$ cat src/rtl/mux_nto1_seq.sv
// mux_nto1_seq: registered N:1 channel multiplexer with a valid/ready output
// stage. Channels are picked either by manual request (sel/in_valid) or by
// an automatic scan of channels 0..N-1 that is launched by a start pulse.
//
// Build option:
//   MUX_NTO1_RANGE_CHK_EN - when defined, a manual request with sel >= N is
//   consumed without producing a beat, and the sticky err flag is set.
//   When undefined, such a request produces a normal beat with zero data,
//   and err is tied low.
module mux_nto1_seq #(
  parameter int N  = 8,
  parameter int W  = 1,
  parameter int SW = $clog2(N)
) (
  input  logic            clk,
  input  logic            rst_n,
  input  logic [N*W-1:0]  data_in,
  input  logic [SW-1:0]   sel,
  input  logic            in_valid,
  output logic            in_ready,
  input  logic            start,
  output logic [W-1:0]    out_data,
  output logic [SW-1:0]   out_ch,
  output logic            out_valid,
  input  logic            out_ready,
  output logic            busy,
  output logic            done,
  output logic            err
);

  localparam logic [SW-1:0] LAST_CH = SW'(N - 1);

  typedef enum logic [1:0] {
    S_IDLE,
    S_SCAN,
    S_DRAIN
  } state_e;

  state_e          state_q, state_d;
  logic [SW-1:0]   cnt_q, cnt_d;
  logic [W-1:0]    data_q, data_d;
  logic [SW-1:0]   ch_q, ch_d;
  logic            valid_q, valid_d;
  logic            busy_q, busy_d;
  logic            done_q, done_d;
  logic            free;

`ifdef MUX_NTO1_RANGE_CHK_EN
  logic            err_q, err_d;
  logic            sel_hit;
`endif

  // Channel extraction; indices outside 0..N-1 read as zero.
  function automatic logic [W-1:0] chan_data(input logic [N*W-1:0] bus,
                                             input logic [SW-1:0]  idx);
    logic [W-1:0] r;
    r = '0;
    for (int unsigned k = 0; k < N; k++) begin
      if (idx == SW'(k)) r = bus[k*W +: W];
    end
    return r;
  endfunction

`ifdef MUX_NTO1_RANGE_CHK_EN
  function automatic logic chan_exists(input logic [SW-1:0] idx);
    logic r;
    r = 1'b0;
    for (int unsigned k = 0; k < N; k++) begin
      if (idx == SW'(k)) r = 1'b1;
    end
    return r;
  endfunction
`endif

  // Next-state, output-stage load and handshake logic.
  always_comb begin
    free     = !valid_q || out_ready;
    state_d  = state_q;
    cnt_d    = cnt_q;
    data_d   = data_q;
    ch_d     = ch_q;
    // An accepted beat empties the stage unless something reloads it below.
    valid_d  = valid_q && !out_ready;
    done_d   = 1'b0;
    in_ready = 1'b0;
`ifdef MUX_NTO1_RANGE_CHK_EN
    err_d    = err_q;
    sel_hit  = chan_exists(sel);
`endif

    case (state_q)
      S_IDLE: begin
        in_ready = free && !start;
        if (start) begin
          // Channel 0 is loaded on the start edge itself when the stage is
          // free, so the first scan beat appears one cycle after start.
          state_d = S_SCAN;
          cnt_d   = '0;
          if (free) begin
            data_d  = chan_data(data_in, '0);
            ch_d    = '0;
            valid_d = 1'b1;
            cnt_d   = SW'(1);
          end
        end else if (in_valid && in_ready) begin
`ifdef MUX_NTO1_RANGE_CHK_EN
          if (sel_hit) begin
            data_d  = chan_data(data_in, sel);
            ch_d    = sel;
            valid_d = 1'b1;
          end else begin
            err_d   = 1'b1;
          end
`else
          data_d  = chan_data(data_in, sel);
          ch_d    = sel;
          valid_d = 1'b1;
`endif
        end
      end

      S_SCAN: begin
        if (free) begin
          data_d  = chan_data(data_in, cnt_q);
          ch_d    = cnt_q;
          valid_d = 1'b1;
          if (cnt_q == LAST_CH) begin
            state_d = S_DRAIN;
            cnt_d   = '0;
          end else begin
            cnt_d   = cnt_q + SW'(1);
          end
        end
      end

      S_DRAIN: begin
        // The only beat that can be held here is the last scan channel.
        if (valid_q && out_ready) begin
          state_d = S_IDLE;
          done_d  = 1'b1;
        end
      end

      default: begin
        state_d = S_IDLE;
      end
    endcase

    busy_d = (state_d != S_IDLE);
  end

  // State, counter and output-stage registers.
  always_ff @(posedge clk or negedge rst_n) begin
    if (!rst_n) begin
      state_q <= S_IDLE;
      cnt_q   <= '0;
      data_q  <= '0;
      ch_q    <= '0;
      valid_q <= 1'b0;
      busy_q  <= 1'b0;
      done_q  <= 1'b0;
    end else begin
      state_q <= state_d;
      cnt_q   <= cnt_d;
      data_q  <= data_d;
      ch_q    <= ch_d;
      valid_q <= valid_d;
      busy_q  <= busy_d;
      done_q  <= done_d;
    end
  end

`ifdef MUX_NTO1_RANGE_CHK_EN
  // Sticky out-of-range flag, cleared only by reset.
  always_ff @(posedge clk or negedge rst_n) begin
    if (!rst_n) begin
      err_q <= 1'b0;
    end else begin
      err_q <= err_d;
    end
  end

  assign err = err_q;
`else
  assign err = 1'b0;
`endif

  assign out_data  = data_q;
  assign out_ch    = ch_q;
  assign out_valid = valid_q;
  assign busy      = busy_q;
  assign done      = done_q;

endmodule

$ cat config.mk
export PLATFORM = sky130hd
export DESIGN_NAME = mux_nto1_seq
export DESIGN_NICKNAME = d
export VERILOG_FILES = /design/src/rtl/mux_nto1_seq.sv
export SDC_FILE = /design/constraint.sdc
export NUM_CORES = 1
export LEC_CHECK = 0
export BUFFER_PORTS_ARGS = -buffer_cell sky130_fd_sc_hd__buf_2
export CORE_UTILIZATION = 46
export CTS_CLUSTER_SIZE = 8
export DETAILED_ROUTE_END_ITERATION = 8
export PLACE_DENSITY = 0.74
export SLEW_MARGIN = 20
export SYNTH_ARGS = -nofsm -noshare
export SYNTH_HDL_FRONTEND = slang
export SYNTH_SLANG_ARGS = --single-unit
export TNS_END_PERCENT = 1
$ cat constraint.sdc
create_clock -name clk -period 1.7 [get_ports clk]
set_input_delay 0.34 -clock clk [delete_from_list [all_inputs] [get_ports clk]]
set_output_delay 0.34 -clock clk [all_outputs]
set_load 0.01 [all_outputs]
==> results of run 1 <==
[report_power, final]
group	total (mW)	internal, mW	switching (mW)
Clock	0.173	0.0821	0.0912
Combinational	1.01	0.528	0.487
Sequential	0.491	0.396	0.0951
[routing by layer]
| layer | part of all wire, % | wire length, um |
|---|---|---|
| met5 | 0 | 0 |
| met3 | 4.2 | 97 |
| met4 | 0.26 | 6 |
| met2 | 53 | 1208 |
| met1 | 43 | 987 |
[path summary, 6_finish.rpt]
check	to	start	slack (ps)	cells past startpoint
worst min register to register	out_ch[0]	out_ch[0]	530	2
min in group asynchronous	out_ch[0]	rst_n	480	2
worst min-delay path	done	out_ready	340	3
max in group asynchronous	state_q[1]	rst_n	960	2
worst max register to register	out_data	cnt_q[1]	10	6
worst max-delay path	out_data	cnt_q[1]	10	6
[stage by stage]
step	instances	setup TNS (ps)
after global routing	153	-104.2
final	153	0
after global placement	147	0
after floorplan	95	0
after CTS	152	-47.14
after detailed placement	147	-82.97
[synth_stat cells (2+ instances only)]
cell / count
buf_6: 2
dfrtp_1: 12
o22ai_1: 2
inv_1: 3
a21oi_1: 6
nand2b_1: 5
nand2_1: 4
ha_1: 6
o21ai_0: 2
mux2i_1: 6
a31oi_1: 2
nor2b_1: 3
o21a_1: 2
a211oi_1: 2
nand3b_1: 5
buf_2: 2
nor3b_1: 2
nor2_1: 6
a22o_1: 3
[state kept, by name, indices dropped and copies added (netlist names)]
signal and count:
cnt_q 3, out_ch 3, state_q 2, busy 1, done 1, out_data 1, out_valid 1
[cell type report]
| type | count | area share, % |
|---|---|---|
| Multi-Input combinational cell | 75 | 51.37 |
| Sequential cell | 12 | 25.53 |
| Timing Repair Buffer | 35 | 17.44 |
| Tap cell | 25 | 2.626 |
| Clock buffer | 3 | 1.891 |
| Inverter | 3 | 1.155 |
[cell families (layout without fill, tap and decap cells)]
logic type      Yosys count  count (layout)  share of synthesized area (%)
compound gates           27              27                          21.68
fa+ha+maj                 6               6                          8.130
buf+inv                   8              41                          5.556
flops                    12              12                          32.52
mux                       6               6                          6.504
other cells               1               1                         0.4061
simple gates             35              35                          25.20
[critical path, stage by stage, from the launching register on]
cell	delay [ps]
dfrtp_2	440
inv_4	70
ha_4	160
nand3b_1	170
a2111oi_2	290
and4b_1	240
o32ai_2	240
[repair_timing]
item	CTS	global route
hold buffers	1	0
gates resized for setup	2	10
pin swaps	0	2
setup buffers	1	1
endpoints found under the hold margin	12	0
endpoints found under the setup margin	1	2
[cell usage in the layout, fill, tap and decap left out, types with 2 or more instances in the layout]
cell type	count
buf_2	23
buf_4	11
dfrtp_1	9
nor2_1	6
a21oi_1	6
mux2i_1	6
nand2b_1	5
nand3b_1	5
nand2_1	4
nor2b_1	3
a22o_1	3
ha_4	3
clkbuf_4	3
dfrtp_2	3
o21ai_0	2
a31oi_1	2
o21a_1	2
a211oi_1	2
o22ai_1	2
nor3b_1	2
ha_1	2
==> impl_metrics.tcl, run 1 <==
set metrics [dict create \
    nets 152 \
    die_area_mm2 0.002191 \
    diodes 0 \
    regArea_um2 304.0 \
    io_pins 25 \
    clock.fmax_mhz 591.6 \
    total_leakage_power_nw 0.5332 \
    status "completed" \
    post_drt_wl_per_cell_um 15.03 \
    arrival_ps 1870 \
    multi_input_area_um2 611.8 \
    gp_congestion 0.9205 \
    worst_hold_slack_ps 343.8 \
    post-place-ws_ps -82.97 \
    design_area_mm2 0.001191 \
    cts_sinks 12 \
    cts_htree_levels 1 \
    ys_types 39 \
    synth_nets 117 \
    vdd_drop_max_mv 0.7546 \
    worst_clock_skew_ps 0.4478 \
    critPathRequiredTime_ps 1880 \
    yosysWarnings 0 \
    finalWirelength_mm 2.299 \
    cts_buffers 3 \
    slew_viol_final 0 \
    end_kind "flip-flop" \
    drtPass1Iterations 4 \
    met3_usage_pct 6.923 \
    use_met1_pct 29.31 \
    cts_tree "yes" \
    insertion_delay_ps 270 \
    drc 0 \
    antenna_found_initial 0 \
    grt-ovfl-total 0 \
    critPathKind "reg -> reg" \
    dp_hpwl_mm 1.717 \
    powerDensity_mw_per_mm2 1410 \
    areaGrowthSynthToFinish_pct 29.00 \
    path_clk_slew_ps 70 \
    grt_pass1_wl_mm 3.463 \
    drive_above_1_share_pct 40.63 \
    grt_max_degree 13 \
    synth-edff-count 0 \
    synth.avg_cell_area_um2 9.720 \
    first_global_vias 770 \
    routed_via_density 5.614 \
    cp_max_fo 4 \
    rows 15 \
    io_buffers 23 \
    hold_viol 0 \
    grt_usage_pct 23.21 \
    ant_nets 0 \
    ys_seq_area_share_pct 32.52 \
    die_h_um 46.81 \
    syn_area_um2 923.4 \
    rsz0062_at_grt "yes" \
    async_flop_share_pct 100.0 \
    die_x_um 46.81 \
    fin_crit_sh_pct 99.43 \
    met2_usage_pct 38.89 \
    p_total_mw 1.679 \
    fill_cells 157 \
    maxCapViolCount 0 \
    drtIter0Drc 37 \
    hp-class "in -> reg" \
    root_buffer "clkbuf_4" \
    grt-busiest-layer "met2" \
    synth_top_area_cell "dfrtp_1" \
    synthTopCellsByArea "dfrtp_1 33%, ha_1 8.1%, mux2i_1 6.5%, nand3b_1 4.1%, nand2b_1 3.4%" \
    placed_area_mm2 0.001100 \
    vias 859 \
    cp-start-kind "flip-flop" \
    initial_core_util_pct 51.25 \
    fin_crit_ps 1690 \
    netlist.area_leader.share_pct 32.52 \
    setup_violations 0 \
    clock_path_buffers 2 \
    synth_cells 95 \
    yosys_most_used_dff "dfrtp_1" \
    coreArea_mm2 0.001802 \
    synth-seq-cells 12 \
    fin_ws_ps 9.624 \
    final_core_utilization_pct 66.11 \
]
Power figures use the tool's default switching activity.
==> run 2: changes to the inputs <==
==> constraint.sdc (replaced) <==
create_clock -name clk -period 1.7 [get_ports clk]
set_input_delay 0 -clock clk [delete_from_list [all_inputs] [get_ports clk]]
set_output_delay 0 -clock clk [all_outputs]
set_load 0.01 [all_outputs]
==> run 2 against run 1 <==
Sequential share of layout area shrank 0.91 points. Final area rose by 3.3%. Utilization up 2.2 points. Register-to-register slack worse by 40 ps. Worst setup slack lost 44 ps. Cell count rose by 1.3%. Clock power is 36% higher. The flow now finishes with violations (negative setup slack). Via count rose by 0.47%. Maximum frequency fell by 2.5%. Sequential power rose by 2%. Flip-flop and latch count unchanged.
==> impl_metrics.tcl, run 2 (synthesis results as in run 1) <==
set metrics [dict create \
    cpMaxStageDelayCell "dfrtp_2" \
    io_buffers 23 \
    gp_congestion 0.9180 \
    path_clk_slew_ps 90 \
    clockPowerShare_pct 13.2 \
    grt-ovfl-total 0 \
    initial_core_util_pct 51.25 \
    vias 863 \
    critPathKind "reg -> reg" \
    met2_usage_pct 42.50 \
    layout_common_cells "23 x buf_2, 11 x buf_4, 10 x dfrtp_1" \
    layout_commonest_cell "buf_2" \
    hold_viol 0 \
    arrival_ps 1910 \
    dp_hpwl_mm 1.741 \
    powerDensity_mw_per_mm2 1453 \
    fin_ws_ps -33.91 \
    cts_htree_levels 1 \
    grt_max_degree 13 \
    hold_end "out_valid" \
    antenna_found_initial 0 \
    total_leakage_power_nw 0.5466 \
    drc 0 \
    slew_viol_final 0 \
    met3_usage_pct 5.385 \
    fin_crit_sh_pct 102.0 \
    rows 15 \
    die_area_mm2 0.002191 \
    power.share.combinational_pct 59.0 \
    whs_path_depth 3 \
    cts_sinks 12 \
    die_x_um 46.81 \
    placed_area_mm2 0.001092 \
    drive_above_1_share_pct 40.77 \
    nets 153 \
    insertion_delay_ps 280 \
    violations "negative setup slack" \
    areaGrowthSynthToFinish_pct 33.20 \
    worstHoldStart "in_valid" \
    p_sw_share_pct 39.71 \
    post_drt_wl_per_cell_um 15.06 \
    fin_crit_ps 1734 \
    regToRegSetupSlack_ps -30 \
    cp_max_fo 5 \
    diodes 0 \
    critPathLaunch "cnt_q[0]" \
    reg2regPathDepth 5 \
    grt_usage_pct 23.57 \
    rsz0062_at_grt "yes" \
    root_buffer "clkbuf_4" \
    design_area_mm2 0.001230 \
    die_h_um 46.81 \
    clock_path_buffers 2 \
    drtPass1Iterations 4 \
    grt_pass1_wl_mm 3.615 \
    path_cells "ha_4, nand3b_1, a2111oi_2, and4b_1, o32ai_2" \
    setup_violations 1 \
    end_kind "flip-flop" \
    r2r_end "out_data" \
    p_seq_share_pct 27.9 \
    drtIter0Drc 28 \
    use_met1_pct 28.98 \
    grt-busiest-layer "met2" \
    io_pins 25 \
    coreArea_mm2 0.001802 \
    vdd_drop_max_mv 0.8972 \
    hp-class "in -> reg" \
    cp-start-kind "flip-flop" \
    fill_cells 149 \
    routed_via_density 5.568 \
    cts_buffers 3 \
    first_global_vias 808 \
    ant_nets 0 \
    cts_tree "yes" \
    worst_hold_slack_ps 57.44 \
    p_switching_uw 709.8 \
    finalWirelength_mm 2.335 \
    status "complete, but fails checks" \
    cpPeakStageDelay_ps 490 \
    r2r_start "cnt_q[0]" \
    clock.fmax_mhz 576.7 \
    intPower_mw 1.078 \
    worst_clock_skew_ps 14.36 \
    maxCapViolCount 0 \
    critPathRequiredTime_ps 1870 \
]
-- run 2: area by class of cell --
cell class | count | area [um2] | share of cell area, %
Tap cell | 25 | 31.28 | 2.543
Inverter | 3 | 16.27 | 1.322
Timing Repair Buffer | 36 | 217.7 | 17.70
Clock buffer | 4 | 36.28 | 2.950
Multi-Input combinational cell | 75 | 625.6 | 50.86
Sequential cell | 12 | 302.8 | 24.62
-- run 2: routing by layer --
layer / vias to the layer above / wire (um)
met5: - / 0
li1: 425 / -
met1: 404 / 993
met2: 30 / 1206
met4: 0 / 19
met3: 4 / 115
-- run 2: worst max path at each step --
stage	end	slack [ps]	cells after the start
5_1_grt	out_data	-100	6
3_5_place_dp	out_data	-50	6
2_1_floorplan	out_data	10	6
3_3_place_gp	out_data	20	6
4_1_cts	out_data	-70	6
6_report	out_data	-30	5
-- run 2: power groups by stage --
stage | Combinational, mW | Clock (mW) | Sequential (mW)
after CTS | 0.961 | 0.240 | 0.477
after global routing | 1.16 | 0.254 | 0.514
after floorplan | 0.558 | 0 | 0.505
after detailed placement | 0.895 | 0 | 0.475
final | 1.05 | 0.235 | 0.499
after global placement | 0.873 | 0 | 0.465
-- run 2: repair_timing --
item / in CTS / in global routing
buffers inserted: 2 / 1
hold endpoints to repair: 13 / 0
setup endpoints to repair: 1 / 1
hold buffers: 2 / 0
pin swaps: 0 / 4
gates resized for setup: 5 / 10
-- run 2: per-stage QoR --
| step | TNS, ps | power (mW) | setup WS [ps] | util (%) | cells |
|---|---|---|---|---|---|
| final | -33.91 | 1.787 | -33.91 | 68.26 | 155 |
| after CTS | -69.91 | 1.678 | -69.91 | 65.42 | 154 |
| after floorplan | 0 | 1.063 | 13.07 | - | 95 |
| after detailed placement | -54.96 | 1.370 | -54.96 | 60.62 | 146 |
| after global placement | 0 | 1.338 | 18.10 | 60.62 | 146 |
| after global routing | -102.1 | 1.929 | -102.1 | 68.26 | 155 |
-- run 2: critical path: cells and delay by family (launching register included) --
family,cells,cell delay [ps]
flip-flops,1,490
adder cells (fa/ha/maj),1,190
AO/OA/AOI/OAI,2,540
AND/OR/NAND/NOR,2,410
==> run 3: changes to the inputs <==
--- a/config.mk
+++ b/config.mk
@@ -5,10 +5,12 @@
 export SDC_FILE = /design/constraint.sdc
 export NUM_CORES = 1
 export LEC_CHECK = 0
+export ABC_AREA = 1
 export BUFFER_PORTS_ARGS = -buffer_cell sky130_fd_sc_hd__buf_2
-export CORE_UTILIZATION = 46
+export CORE_UTILIZATION = 45
 export CTS_CLUSTER_SIZE = 8
 export DETAILED_ROUTE_END_ITERATION = 8
+export HOLD_SLACK_MARGIN = 0.06
 export PLACE_DENSITY = 0.74
 export SLEW_MARGIN = 20
 export SYNTH_ARGS = -nofsm -noshare
==> run 3 against run 2 <==
The flow now finishes without violations. Sequential share of layout area up 3.9 points. Area after synthesis down 6.2%. Synthesized cell count up 34%. Clock skew down 10 ps. First-iteration DRC count down 29%. Critical path depth up 8. Worst setup slack better by 170 ps. Via count down 3.1%. Critical path type unchanged. Critical endpoint unchanged.
==> impl_metrics.tcl, run 3 <==
set metrics [dict create \
    status "completed" \
    layout_common_cells "34 x nand2_1, 23 x buf_2, 19 x inv_1" \
    fin_crit_ps 1560 \
    yosysWarnings 0 \
    diodes 0 \
    setup-tns-final_ps 0 \
    cpPeakStageDelay_ps 420 \
    wl_met2_um 860 \
    io_buffers 23 \
    die_area_mm2 0.002104 \
    cpMaxStageDelayCell "dfrtp_1" \
    synth-edff-count 0 \
    nets 178 \
    hp-class "in -> reg" \
    initial_core_util_pct 49.08 \
    first_global_vias 711 \
    fin_crit_sh_pct 91.79 \
    critPathRequiredTime_ps 1900 \
    ys_types 21 \
    synth.avg_cell_area_um2 6.818 \
    p_seq_share_pct 33.6 \
    clock_path_buffers 2 \
    synth_cells 127 \
    end_kind "flip-flop" \
    wl_met1_um 879 \
    root_buffer "clkbuf_4" \
    rsz0062_at_grt "no" \
    path_cells "ha_2, ha_1, inv_1, nand2_2, nor2_1, nand2_1, nand2_1, nand2_1, nand2_1, nand2_1, nand2_1, nand2_1, a21oi_1" \
    total_leakage_power_nw 0.5856 \
    cts_sinks 12 \
    rows 15 \
    clock.fmax_mhz 640.9 \
    io_pins 25 \
    routed_via_density 4.670 \
    ant_nets 0 \
    hold_viol 0 \
    p_switching_uw 597.2 \
    cp_max_fo 4 \
    intPower_uw 759.1 \
    synth-seq-cells 12 \
    powerDensity_mw_per_mm2 1289 \
    netlist.area_leader.share_pct 34.68 \
    gp_congestion 0.9172 \
    critPathLaunch "cnt_q[0]" \
    routed-wl-met3_um 79 \
    path_clk_slew_ps 70 \
    layout_commonest_cell "nand2_1" \
    die_h_um 45.87 \
    grt_max_degree 13 \
    drtPass1Iterations 4 \
    r2r_end "out_data" \
    synth_top_area_cell "dfrtp_1" \
    critPathKind "reg -> reg" \
    multi_input_area_um2 476.7 \
    maxCapViolCount 0 \
    die_x_um 45.87 \
    dr.max_layer_used "met3" \
    cts_tree "yes" \
    grt_usage_pct 18.64 \
    p_sw_share_pct 44.03 \
    cts_htree_levels 1 \
    setup_violations 0 \
    synth_most_common_cell "nand2_1" \
    cpMostUsedCell "nand2_1" \
    insertion_delay_ps 270 \
    post_drt_wl_per_cell_um 10.16 \
    p_total_mw 1.356 \
    regArea_um2 300.3 \
    worst_clock_skew_ps 4.158 \
    finalWirelength_mm 1.818 \
    regToRegSetupSlack_ps 140 \
    yosys_most_used_dff "dfrtp_1" \
    drive_above_1_share_pct 22.73 \
    antenna_found_initial 0 \
    fill_cells 182 \
    areaGrowthSynthToFinish_pct 21.53 \
    grt-ovfl-total 0 \
    power.share.combinational_pct 53.7 \
    cts_buffers 3 \
    async_flop_share_pct 100.0 \
    vias 836 \
    dp_hpwl_mm 1.440 \
    worstHoldStart "data_in[7]" \
    drtIter0Drc 20 \
    syn_area_um2 865.8 \
    drc 0 \
    reg2regPathDepth 13 \
    slew_viol_final 0 \
    crit_end "out_data" \
    coreArea_mm2 0.001764 \
    grt_pass1_wl_mm 2.877 \
    cp-start-kind "flip-flop" \
    synth_nets 149 \
    vdd_drop_max_mv 0.9682 \
    ys_seq_area_share_pct 34.68 \
    r2r_start "cnt_q[0]" \
    arrival_ps 1760 \
    synth_commonest_cells "34 x nand2_1, 19 x inv_1, 15 x o21ai_0, 13 x nor2_1, 12 x dfrtp_1" \
    synthTopCellsByArea "dfrtp_1 35%, nand2_1 15%, ha_1 8.7%, o21ai_0 8.7%, inv_1 8.2%" \
    clockPowerShare_pct 12.7 \
]
## run 3: cell count changes after synthesis, moves of 6 or more
cell	delta
inv_1	+16
o21ai_0	+13
nor2_1	+7
nand3_1	+8
nand2_1	+30
mux2i_1	-6
## run 3: layout make-up
| cell class | count | share of cell area (%) |
|---|---|---|
| Clock buffer | 3 | 2.140 |
| Inverter | 21 | 7.491 |
| Multi-Input combinational cell | 92 | 45.30 |
| Sequential cell | 12 | 28.54 |
| Tap cell | 25 | 2.973 |
| Timing Repair Buffer | 26 | 13.56 |
## run 3: worst max-delay path: cells and delay by family (launching register included)
kind	cells	cell delay (ps)
AND/OR/NAND/NOR	9	490
adder cells (fa/ha/maj)	2	410
AO/OA/AOI/OAI	1	110
buffers and inverters	1	70
flip-flops	1	420
## run 3: metal layers
metal / GRT usage (%) / up-vias
li1: - / 454
met1: 24.57 / 365
met2: 30.99 / 17
met3: 6.349 / 0
met4: 0.5882 / 0
met5: 0 / -
## run 3: timing repair
| item | in CTS | in global routing |
|---|---|---|
| setup endpoints to repair | 0 | 1 |
| endpoints found under the hold margin | 13 | 0 |
| hold buffers | 2 | 0 |
| setup buffers | 0 | 1 |
| resized for setup | 0 | 1 |
## run 3: worst min path at each step
stage | to | slack (ps) | cells past startpoint
after global placement | out_valid | -110 | 1
final | out_data | 110 | 5
after global routing | out_data | 130 | 5
after floorplan | busy | -300 | 0
after CTS | out_data | 100 | 5
after detailed placement | done | -100 | 1
## run 3: stage by stage
step	instances	hold WS [ps]	util, %	setup slack (ps)	instance area (um2)
global route	179	129.3	59.65	6.750	1052
floorplan	127	-295.6	-	247.9	865.8
detailed placement	173	-103.9	56.67	132.3	999.7
global placement	173	-109.7	56.67	191.8	999.7
CTS	178	102.8	59.08	109.0	1042
finish	179	107.4	59.65	139.6	1052
## run 3: logic make-up (layout without fill, tap and decap cells)
group | count (synthesis) | after routing | synth area share (%)
AND/OR/NAND/NOR | 60 | 60 | 29.19
flip-flops | 12 | 12 | 34.68
adder cells (fa/ha/maj) | 6 | 6 | 8.670
other | 1 | 1 | 0.4331
buffers and inverters | 23 | 50 | 10.55
AO/OA/AOI/OAI | 25 | 25 | 16.47
## run 3: power groups by stage
| stage | combinational, mW | clock [mW] | sequential [mW] |
|---|---|---|---|
| 2_1_floorplan | 0.493 | 0 | 0.481 |
| 4_1_cts | 0.712 | 0.177 | 0.454 |
| 3_3_place_gp | 0.695 | 0 | 0.453 |
| 6_report | 0.728 | 0.172 | 0.455 |
| 5_1_grt | 0.842 | 0.188 | 0.465 |
| 3_5_place_dp | 0.704 | 0 | 0.460 |
